**src/rtl/mux8_rr_arbiter.sv**
```systemverilog
// Round-robin arbiter sharing one 8:1 bit mux; grant tenure bounded by HOLD_MAX.
// Optional MUX8_ARB_PRIO0_EN: requester 0 gets absolute, pre-empting priority.
module mux8_rr_arbiter #(
    parameter int unsigned HOLD_MAX = 4
) (
    input  logic       clk,
    input  logic       rst,
    input  logic [7:0] req,
    input  logic [7:0] din,
    output logic [7:0] gnt,
    output logic [2:0] sel,
    output logic       valid,
    output logic       y
);

    localparam int unsigned N    = 8;
    localparam int unsigned IDXW = 3;
    localparam int unsigned CNTW = 8;

    typedef enum logic {IDLE, GRANT} state_t;

    state_t            state;
    logic [IDXW-1:0]   last;
    logic [CNTW-1:0]   hold_cnt;

    logic              rel;
    logic              preempt;
    logic [IDXW-1:0]   rel_ptr;
    logic [IDXW:0]     cand;

    // Returns {found, index}; scans ptr+1 .. ptr+8 so ptr itself has lowest priority.
    function automatic logic [IDXW:0] rr_pick(input logic [N-1:0] r, input logic [IDXW-1:0] ptr);
        logic [IDXW:0]   res;
        logic [IDXW-1:0] idx;
        res = '0;
        for (int i = int'(N); i >= 1; i--) begin
            idx = ptr + IDXW'(i);
            if (r[idx]) res = {1'b1, idx};
        end
        return res;
    endfunction

    function automatic logic [IDXW:0] pick(input logic [N-1:0] r, input logic [IDXW-1:0] ptr);
`ifdef MUX8_ARB_PRIO0_EN
        if (r[0]) return {1'b1, IDXW'(0)};
`endif
        return rr_pick(r, ptr);
    endfunction

    // Release/pre-emption decision and the next winner for the current edge.
    always_comb begin
        rel     = !req[sel] || (hold_cnt == CNTW'(HOLD_MAX));
        preempt = 1'b0;
        rel_ptr = sel;
`ifdef MUX8_ARB_PRIO0_EN
        preempt = req[0] && (sel != IDXW'(0));
        // A priority tenure of requester 0 does not disturb the rotation pointer.
        if (sel == IDXW'(0)) rel_ptr = last;
`endif
        cand = pick(req, (state == IDLE) ? last : rel_ptr);
    end

    always_ff @(posedge clk) begin
        if (rst) begin
            state    <= IDLE;
            last     <= IDXW'(N - 1);
            hold_cnt <= '0;
            gnt      <= '0;
            sel      <= '0;
            valid    <= 1'b0;
        end else begin
            case (state)
                IDLE: begin
                    if (cand[IDXW]) begin
                        gnt      <= N'(1) << cand[IDXW-1:0];
                        sel      <= cand[IDXW-1:0];
                        valid    <= 1'b1;
                        hold_cnt <= CNTW'(1);
                        state    <= GRANT;
                    end
                end
                GRANT: begin
                    if (rel || preempt) begin
                        last <= rel_ptr;
                        if (cand[IDXW]) begin
                            gnt      <= N'(1) << cand[IDXW-1:0];
                            sel      <= cand[IDXW-1:0];
                            hold_cnt <= CNTW'(1);
                        end else begin
                            gnt      <= '0;
                            valid    <= 1'b0;
                            hold_cnt <= '0;
                            state    <= IDLE;
                        end
                    end else begin
                        hold_cnt <= hold_cnt + CNTW'(1);
                    end
                end
                default: state <= IDLE;
            endcase
        end
    end

    assign y = valid ? din[sel] : 1'b0;

endmodule

```
**config.mk**
```make
export PLATFORM = sky130hd
export DESIGN_NAME = mux8_rr_arbiter
export DESIGN_NICKNAME = d
export VERILOG_FILES = /design/src/rtl/mux8_rr_arbiter.sv
export SDC_FILE = /design/constraint.sdc
export NUM_CORES = 1
export LEC_CHECK = 0
export CORE_AREA = 5 5 88 90
export CTS_CLUSTER_DIAMETER = 80
export CTS_CLUSTER_SIZE = 12
export DETAILED_ROUTE_END_ITERATION = 6
export DIE_AREA = 0 0 93 95
export PLACE_DENSITY = 0.59
export SLEW_MARGIN = 20
export SYNTH_ARGS = -nofsm -noshare
export SYNTH_HDL_FRONTEND = slang
export SYNTH_SLANG_ARGS = --single-unit
```
**constraint.sdc**
```tcl
create_clock -name clk -period 10.2 [get_ports clk]
set_clock_uncertainty 0.05 [all_clocks]
set_input_delay 3.06 -clock clk [delete_from_list [all_inputs] [get_ports clk]]
set_output_delay 3.06 -clock clk [all_outputs]
set_load 0.01 [all_outputs]
```
==> summary.txt, run 1 <==
Status
  • Status: finished, final reports clean

Synth
  • Synth Warn #: 0
  • Gate Count Post-Synth: ~240
  • Synth top area cells: dfxtp_1 21%, mux4_2 8.8%, mux2i_1 7.4%, mux2_2 4.4%, nor2_1 4.4%
  • Most used DFF post-synth: dfxtp_1
  • Cell variety after synth: 63
  • Asr flop ratio synth: 0
  • Syn Std Cell Area: between 2000 and 2500 um2
  • FF+latch count, synth: 24
  • Post-synth EDFFs: 0
  • Cell taking the most area after synthesis: dfxtp_1
  • Main combinational cell family by area after synthesis: multiplexers
  • Post-Synth Simple-Gate Area: 0.1951
  • Synthesized area per cell: a little under 10 um2
  • Adder-Cell Fraction of Synth Area: 0.02710
  • Post-Synth XOR/XNOR Area: 0.04499
  • Mapped Nets: 261
  • Synth Area in Compound Gates: 0.1973
  • Proportion of synthesized area in mux cells: 0.2818
  • Post-synth top area share: 0.2081
  • Post-synthesis sequential area ratio: 0.2081

Routing
  • Drt first pass iters: 5
  • Post-DR wirelength/cell: 17.05 um
  • Avg Vias per Cell: around 5.9
  • WL met2: roughly 2600 um
  • Top routing layer in use: met4
  • Total wire length: just under 6000 um
  • Met3 WL: 332 um
  • Via Count: slightly above 2000
  • # DRC: 0
  • Wl on met1: roughly 2900 um
  • Final ANT Viol Nets: 0
  • First DRT Iteration DRCs: approximately 170

Final layout
  • Syn-to-layout area delta: 17.56%
  • Share of cells above drive strength 1: 0.1521
  • Area of the multi-input gates: approximately 1700 um2
  • Design area: roughly 2700 um2
  • Diode count: 0
  • Sequential cell area: 480.5 um2
  • Most frequent cells in the layout: 30 x clkdlybuf4s50_1, 27 x nor2_1, 24 x dfxtp_1, 19 x nand2_1, 17 x mux2i_1
  • Commonest non-fill, non-tap cell in the layout: clkdlybuf4s50_1
  • Nets@finish: about 290
  • FILL cells: ~730

Setup path
  • R2R setup slack: 5.58 ns
  • R2r endpoint: hold_cnt[7]
  • R2R depth: 14
  • Crit path required time: around 7.1 ns
  • Worst r2r src: state
  • Crit-path cells: clkdlybuf4s50_1 > mux4_2 > mux2i_1 > nor2b_1 > clkdlybuf4s50_1
  • CP delay by family, top: buffers and inverters
  • Startpoint types: input port
  • WP data arrival: approximately 4.6 ns
  • Slowest CP cell: clkdlybuf4s50_1
  • Worst-path fanout max: 1
  • Worst Path Class, Setup: input port to output pin
  • Most numerous cell on the critical path: clkdlybuf4s50_1
  • Worst setup EP type: output pin
  • Slowest stage delay, CP: roughly 0.48 ns
  • CP Buf/Inv Count: 2

Clock tree
  • CTS Hold Bufs: 0
  • CTS resizes: 0
  • Clock sinks: 24
  • Post-CTS setup buffers: 0
  • H-tree depth: 1
  • Clk root buf: clkbuf_8
  • Worst-Skew Late Latency: ~0.27 ns
  • TritonCTS Buffers: 3
  • Max Root-Sink Buffers: 2
  • CTS tree: done
  • Worst-path clk slew: about 0.090 ns

Timing
  • Worst Tran Pin Value: between 0.7 and 0.8 ns
  • RSZ-0062 raised after global routing: false
  • Setup Viol. Count Final: 0
  • TNS Setup: 0 ns
  • Final Max Slew Viols: 0
  • Hold Violations, Final: 0
  • Slew margin rel.: 0.5166
  • F_max: 129.3 MHz
  • Final period utilization: 0.7581
  • Fin crit period: 7.733 ns

GRT
  • Total GRT Usage: 0.1352
  • Vias in the first global route: 1999
  • Antenna violations before repair: 0
  • First-pass GRT wire length: 9963 um
  • Grt total ovfl: 0
  • Pin count of the biggest net entering global routing: 17

Die
  • Core area: approximately 7000 um2
  • Die area: roughly 8800 um2
  • Die Y: 95 um
  • Die W: 93 um
  • Rows: 31
  • Initial Utilization: 0.3306
  • Top Ports: 31

Placement
  • Routability cong.: 0.8325
  • DPL Wire Length: ~4400 um
  • Buffers added on ports: 30
  • DP Area: 2643 um2

Hold path
  • Hold Path Depth: 1
  • Hold Crit Class: flop to flop
  • Hold Path Sink: gnt[6]
  • Hold wc startpoint: gnt[6]

Job
  • Max-cap violations: 0

Pwr
  • Worst IR Drop VDD: ~0.14 mV
  • Power Density: 301.8 nW/um2
  • Static Leakage: around 1 nW
## area by class of cell
| type | instances | share of cell area |
|---|---|---|
| Tap cell | 82 | 0.03781 |
| Timing Repair Buffer | 31 | 0.1134 |
| Inverter | 7 | 0.01060 |
| Clock inverter | 1 | 0.01107 |
| Clock buffer | 3 | 0.01521 |
| Multi-Input combinational cell | 197 | 0.6349 |
| Sequential cell | 24 | 0.1770 |
## cells by family (layout without fill, tap and decap cells)
| family | after synthesis | in the layout |
|---|---|---|
| muxes | 43 | 43 |
| DFF | 24 | 24 |
| adders and majority gates | 5 | 5 |
| and+or+nand+nor | 80 | 80 |
| AOI/OAI and AO/OA | 58 | 58 |
| buffers and inverters | 17 | 42 |
| xor gates and xnor gates | 11 | 11 |
## sequential cells by signal, indices dropped and copies added (netlist names)
register  cells
gnt           8
sel           3
last          3
hold_cnt      8
state         1
valid         1
## per-layer routing
layer,up-vias,GRT usage
met3,11,0.01833
met4,0,0.03175
li1,980,-
met2,79,0.2064
met1,969,0.2008
met5,-,0
## per-stage QoR
stage               hold WS (ns)  total power, mW  worst slack (ns)  cells    util
floorplan                 0.4295           0.6022             3.380    238       -
global placement          0.4032           0.7336             2.438    341  0.3785
detailed placement        0.3975           0.7318             2.433    341  0.3785
CTS                       0.4302           0.8200             2.439    345  0.3887
global route              0.4476           0.8835             2.350    345  0.3887
finish                    0.4237           0.8192             2.467    345  0.3887
## worst max-delay path by stage
stage	start	end	slack (ns)	cells past startpoint
after floorplan	din[7]	y	3.38	3
after detailed placement	din[3]	y	2.43	5
after global placement	din[3]	y	2.44	5
final	din[7]	y	2.47	5
after global routing	din[2]	y	2.35	5
after CTS	din[2]	y	2.44	5
## cell usage after synthesis, drive strengths merged, types with 3 or more instances
master	number
nor4b	3
a22oi	4
a21oi	7
a211o	4
nand2	19
a22o	4
xor2	4
mux2	11
mux2i	20
ha	5
nand3	5
nor2b	5
inv	7
buf	7
o22ai	7
xnor2	7
mux4	12
and3	6
clkbuf	3
o2bb2ai	4
dfxtp	24
a211oi	5
nor2	27
## worst reg2reg max path: stages, from the launching register on
cell	delay [ns]
dfxtp_1	0.80
mux2i_4	0.69
inv_4	0.20
ha_1	0.28
xnor2_1	0.40
mux4_1	0.74
nand3_2	0.17
nor4b_4	0.07
ha_1	0.29
nor2b_1	0.17
nand3_1	0.14
nor2_1	0.19
nand3_1	0.11
xor2_1	0.14
nor2_1	0.05
## report_power, final
group / switching [mW] / total (mW) / internal (mW) / leakage (nW)
registers: 0.0351 / 0.152 / 0.117 / 0.196
logic: 0.309 / 0.584 / 0.275 / 0.786
clock network: 0.0313 / 0.0838 / 0.0525 / 0.0357
total: 0.375 / 0.819 / 0.444 / 1.02
No activity file was read; power rests on OpenSTA's default activity.
==> inputs of run 2 (changes only) <==
Settings changed: PLACE_DENSITY 0.59 to 0.61.
Clock period 10.2 ns to 6.6 ns, I/O delays scaled along.
==> run 2 against run 1 <==
Hold slack better by 0.0041 ns. First-iteration DRC count is 0.58% higher. Core utilization is 0.23 points lower. Clock-buffer cell count is 1 higher. Setup slack worse by 1.4 ns. Critical endpoint unchanged.
==> summary.txt, run 2 (same netlist as run 1, synthesis figures left out) <==
Status
  • Status: finished, final reports clean (unchanged)

Routing
  • First DRT Iteration DRCs: 174 (was 173)
  • Post-DR wirelength/cell: 16.82 um (was 17.05 um)
  • Total wire length: 5803 um (was 5882 um)
  • Final ANT Viol Nets: 0 (unchanged)
  • # DRC: 0 (unchanged)
  • Via Count: 2020 (was 2039)
  • Avg Vias per Cell: 5.855 (was 5.910)
  • Drt first pass iters: 4 (was 5)

Clock tree
  • Clk root buf: clkbuf_8 (unchanged)
  • TritonCTS Buffers: 3 (unchanged)
  • CTS tree: done (unchanged)
  • CTS resizes: 0 (unchanged)
  • H-tree depth: 1 (unchanged)
  • CTS Hold Bufs: 0 (unchanged)
  • Clock sinks: 24 (unchanged)
  • Max Root-Sink Buffers: 2 (unchanged)
  • Worst-Skew Late Latency: 0.26 ns (was 0.27 ns)
  • Post-CTS setup buffers: 0 (unchanged)
  • Worst-path clk slew: 0.09 ns (about the same)

Pwr
  • Static Leakage: 1.011 nW (was 1.018 nW)
  • Power Density: 456.4 nW/um2 (was 301.8 nW/um2)
  • Sw Ratio: 0.4656 (was 0.4582)
  • Clock power share: 0.082 (was 0.102)
  • NetSw: 0.5732 mW (was 0.3753 mW)
  • Gate power share: 0.728 (was 0.712)
  • Register share of total power: 0.190 (was 0.185)
  • Pint: 0.6580 mW (was 0.4438 mW)
  • Worst IR Drop VDD: 0.1912 mV (was 0.1359 mV)

Setup path
  • Worst setup EP type: output pin (unchanged)
  • Startpoint types: input port (unchanged)
  • R2r endpoint: hold_cnt[7] (unchanged)
  • R2R depth: 14 (unchanged)
  • Worst Path Class, Setup: input port to output pin (unchanged)
  • WP data arrival: 3.54 ns (was 4.62 ns)
  • Worst r2r src: state (unchanged)
  • Worst-path fanout max: 1 (unchanged)
  • Crit path required time: 4.57 ns (was 7.09 ns)
  • R2R setup slack: 2.01 ns (was 5.58 ns)

Timing
  • Final period utilization: 0.8446
  • RSZ-0062 raised after global routing: false (unchanged)
  • Worst Tran Pin Value: 0.7048 ns (was 0.7241 ns)
  • F_max: 179.4 MHz
  • Fin crit period: around 5.6 ns
  • Fin Hold WS: 0.4279 ns (was 0.4237 ns)
  • Setup Viol. Count Final: 0 (unchanged)
  • Slew margin rel.: 0.5295 (was 0.5166)
  • TNS Setup: 0 ns (unchanged)
  • Final Max Slew Viols: 0 (unchanged)
  • Hold Violations, Final: 0 (unchanged)

Final layout
  • Most frequent cells in the layout: 30 x clkdlybuf4s50_1, 27 x nor2_1, 24 x dfxtp_1, 19 x nand2_1, 17 x mux2i_1 (unchanged)
  • Syn-to-layout area delta: 16.86% (was 17.56%)
  • Nets@finish: 287 (unchanged)
  • Commonest non-fill, non-tap cell in the layout: clkdlybuf4s50_1 (unchanged)
  • Share of cells above drive strength 1: 0.1521 (unchanged)
  • Top Registers: gnt: 8 flops, hold_cnt: 8 flops (unchanged)
  • Diode count: 0 (unchanged)

GRT
  • Grt total ovfl: 0 (unchanged)
  • Vias in the first global route: 1910 (was 1999)
  • Antenna violations before repair: 0 (unchanged)
  • Pin count of the biggest net entering global routing: 17 (unchanged)
  • Total GRT Usage: 0.1361 (was 0.1352)
  • First-pass GRT wire length: 9915 um (was 9963 um)

Placement
  • Buffers added on ports: 30 (unchanged)
  • Routability cong.: 0.8420 (was 0.8325)
  • DPL Wire Length: 4421 um (was 4414 um)

Job
  • Max-cap violations: 0 (unchanged)

Die
  • Die Y: 95 um (unchanged)
  • Initial Utilization: 0.3306 (unchanged)
  • Die area: 8835 um2 (unchanged)
  • Core area: 6982 um2 (unchanged)
  • Top Ports: 31 (unchanged)
  • Rows: 31 (unchanged)
  • Die W: 93 um (unchanged)

Hold path
  • Hold Path Sink: gnt[7] (was gnt[6])
  • Hold Path Depth: 1 (unchanged)
  • Hold Crit Class: flop to flop (unchanged)
  • Hold wc startpoint: gnt[7] (was gnt[6])
-- run 2: cell count changes in the layout (fill, tap and decap cells not counted), sizes merged --
cell	previous run	this run
bufinv	1	0
clkbuf	3	4
-- run 2: cell type report --
cell class	instances	area [um2]
flip-flops and latches	24	480.5
well taps	82	102.6
fillers	692	4284
clock buffers	4	55.05
repair buffers	31	307.8
inverters	7	28.78
multi-input cells	197	1723
-- run 2: how the worst max path moves through the flow --
stage / endpoint / slack (ns) / cells after the start / start
floorplan: y / 1.94 / 3 / din[7]
global placement: y / 0.98 / 5 / din[7]
detailed placement: y / 0.99 / 5 / din[1]
CTS: y / 0.99 / 5 / din[1]
global route: y / 0.93 / 5 / din[3]
finish: y / 1.03 / 5 / din[3]
-- run 2: critical path, stage by stage --
cell	delay, ns
clkdlybuf4s50_1	0.39
mux4_2	0.48
mux2i_1	0.16
nor2b_1	0.07
clkdlybuf4s50_1	0.47
-- run 2: through the flow --
step                instances  power (mW)    util  setup WS, ns  area [um2]
finish                    345       1.231  0.3864         1.026        2698
global route              345       1.337  0.3864        0.9339        2698
CTS                       345       1.237  0.3864        0.9874        2698
detailed placement        341       1.129  0.3785        0.9875        2643
global placement          341       1.136  0.3785        0.9791        2643
floorplan                 238      0.9306       -         1.940        2308
-- run 2: metal layers --
layer | up-vias | wire length, um | GRT usage
li1 | 974 | - | -
met1 | 975 | 2806 | 0.2008
met2 | 65 | 2591 | 0.2052
met3 | 6 | 326 | 0.02550
met4 | 0 | 78 | 0.03053
met5 | - | 0 | 0
-- run 2: power groups by stage --
stage	logic [mW]	registers, mW	clock network, mW
2_1_floorplan	0.713	0.218	0
3_3_place_gp	0.899	0.238	0
3_5_place_dp	0.891	0.237	0
4_1_cts	0.900	0.235	0.103
5_1_grt	0.983	0.242	0.112
6_report	0.897	0.234	0.101
==> inputs of run 3 (changes only) <==
Clock period 6.6 ns to 4.72 ns, I/O delays scaled along.
==> run 3 against run 2 <==
Sequential share of layout area decreased by 0.34 points. Hold slack got worse by 0.0092 ns. Sequential cell count stayed put. Final area grew 1.9%. Clock power increased by 33%. Largest cell class unchanged. Largest power group unchanged.
==> summary.txt, run 3 (same netlist as run 1, synthesis figures left out) <==
Status
  • Status: finished, final reports clean (unchanged)

Routing
  • # DRC: 0 (unchanged)
  • Post-DR wirelength/cell: 17.11 um (was 16.82 um)
  • Drt first pass iters: 4 (unchanged)
  • Via Count: 1993 (was 2020)
  • Avg Vias per Cell: 5.662 (was 5.855)
  • Total wire length: 6021 um (was 5803 um)
  • Final ANT Viol Nets: 0 (unchanged)
  • First DRT Iteration DRCs: 148 (was 174)

Job
  • Max-cap violations: 0 (unchanged)

Timing
  • Final period utilization: 0.9449
  • Final WS setup: 0.2602 ns (was 1.026 ns)
  • Fin Hold WS: 0.4186 ns (was 0.4279 ns)
  • Hold Violations, Final: 0 (unchanged)
  • Setup Viol. Count Final: 0 (unchanged)
  • F_max: ~220 MHz
  • Final Max Slew Viols: 0 (unchanged)
  • Slew margin rel.: 0.5258 (was 0.5295)
  • RSZ-0062 raised after global routing: false (unchanged)
  • Fin crit period: 4.460 ns
  • Worst Tran Pin Value: 0.7103 ns (was 0.7048 ns)
  • TNS Setup: 0 ns (unchanged)

Clock tree
  • CTS Hold Bufs: 0 (unchanged)
  • Clk root buf: clkbuf_8 (unchanged)
  • Worst-Skew Late Latency: 0.26 ns (about the same)
  • TritonCTS Buffers: 3 (unchanged)
  • Max Root-Sink Buffers: 2 (unchanged)
  • CTS tree: done (unchanged)
  • Post-CTS setup buffers: 0 (unchanged)
  • Worst-path clk slew: 0.08 ns (was 0.09 ns)
  • H-tree depth: 1 (unchanged)
  • CTS resizes: 0 (unchanged)
  • Clock sinks: 24 (unchanged)

Die
  • Die Y: 95 um (unchanged)
  • Die W: 93 um (unchanged)
  • Rows: 31 (unchanged)
  • Core area: 6982 um2 (unchanged)
  • Die area: 8835 um2 (unchanged)
  • Top Ports: 31 (unchanged)
  • Initial Utilization: 0.3306 (unchanged)

Final layout
  • Most frequent cells in the layout: 30 x clkdlybuf4s50_1, 27 x nor2_1, 24 x dfxtp_1, 19 x nand2_1, 17 x mux2i_1 (unchanged)
  • Share of cells above drive strength 1: 0.1741 (was 0.1521)
  • Top Registers: gnt: 8 flops, hold_cnt: 8 flops (unchanged)
  • Commonest non-fill, non-tap cell in the layout: clkdlybuf4s50_1 (unchanged)
  • Area of the multi-input gates: 1723 um2 (unchanged)
  • Syn-to-layout area delta: 19.13% (was 16.86%)
  • Layout Cells excl Fill: 352 (was 345)
  • Final core utilization: 0.3939 (was 0.3864)
  • FILL cells: 692 (unchanged)
  • Sequential cell area: 480.5 um2 (unchanged)
  • Nets@finish: 294 (was 287)
  • Diode count: 0 (unchanged)
  • Design area: 2750 um2 (was 2698 um2)

Pwr
  • Worst IR Drop VDD: 0.3435 mV (was 0.1912 mV)
  • NetSw: 0.8159 mW (was 0.5732 mW)
  • Power Density: 641.3 nW/um2 (was 456.4 nW/um2)
  • Static Leakage: 1.046 nW (was 1.011 nW)
  • Sw Ratio: 0.4627 (was 0.4656)
  • Gate power share: 0.744 (was 0.728)
  • Clock power share: 0.076 (was 0.082)
  • Register share of total power: 0.180 (was 0.190)
  • Pint: 0.9477 mW (was 0.6580 mW)
  • Final Power: 1.764 mW (was 1.231 mW)

GRT
  • Vias in the first global route: 1952 (was 1910)
  • Pin count of the biggest net entering global routing: 17 (unchanged)
  • Total GRT Usage: 0.1420 (was 0.1361)
  • Grt total ovfl: 0 (unchanged)
  • Antenna violations before repair: 0 (unchanged)
  • First-pass GRT wire length: 10140 um (was 9915 um)

Setup path
  • Worst r2r src: state (unchanged)
  • R2R setup slack: 0.65 ns (was 2.01 ns)
  • Startpoint types: input port (unchanged)
  • Crit path required time: 3.25 ns (was 4.57 ns)
  • Worst-path fanout max: 1 (unchanged)
  • Worst Path Class, Setup: input port to output pin (unchanged)
  • Critical path launch point: din[1] (was din[3])
  • Worst setup EP type: output pin (unchanged)
  • WP data arrival: 2.99 ns (was 3.54 ns)

Placement
  • Routability cong.: 0.8566 (was 0.8420)
  • DPL Wire Length: 4713 um (was 4421 um)
  • Buffers added on ports: 30 (unchanged)
  • Placed cells: 348 (was 341)
  • DP Worst Slack: 0.2079 ns (was 0.9875 ns)
  • DP Area: 2695 um2 (was 2643 um2)

Hold path
  • Hold wc startpoint: gnt[5] (was gnt[7])
  • Hold Crit Class: flop to flop (unchanged)
[run 3: worst max-delay path, cell delays in order]
cell	delay [ns]
clkdlybuf4s50_1	0.41
mux4_2	0.46
mux2i_1	0.17
nor2b_1	0.07
clkdlybuf4s50_1	0.47
[run 3: cell type report]
| cell class | count | area share |
|---|---|---|
| repair buffers | 38 | 0.1310 |
| multi-input cells | 197 | 0.6265 |
| clock buffers | 4 | 0.02002 |
| well taps | 82 | 0.03731 |
| inverters | 7 | 0.01046 |
| flip-flops and latches | 24 | 0.1747 |
[run 3: worst paths after layout]
kind / to / cells past startpoint
min: gnt[5] / 1
max reg2reg: hold_cnt[7] / 14
max: y / 5
min reg2reg: gnt[5] / 1
[run 3: metal layers]
metal,GRT usage,share of wire,vias to the layer above
met2,0.2130,0.43,68
met1,0.2089,0.49,919
li1,-,-,998
met5,0,0,-
met4,0.03053,0.017,0
met3,0.03028,0.057,8
[run 3: power groups by stage]
stage                     Sequential [mW]  Clock [mW]  Combinational (mW)
after global routing                0.328       0.151                1.42
after detailed placement            0.321           0                1.31
after floorplan                     0.304           0               0.997
after CTS                           0.318       0.141                1.31
after global placement              0.320           0                1.30
final                               0.317       0.134                1.31
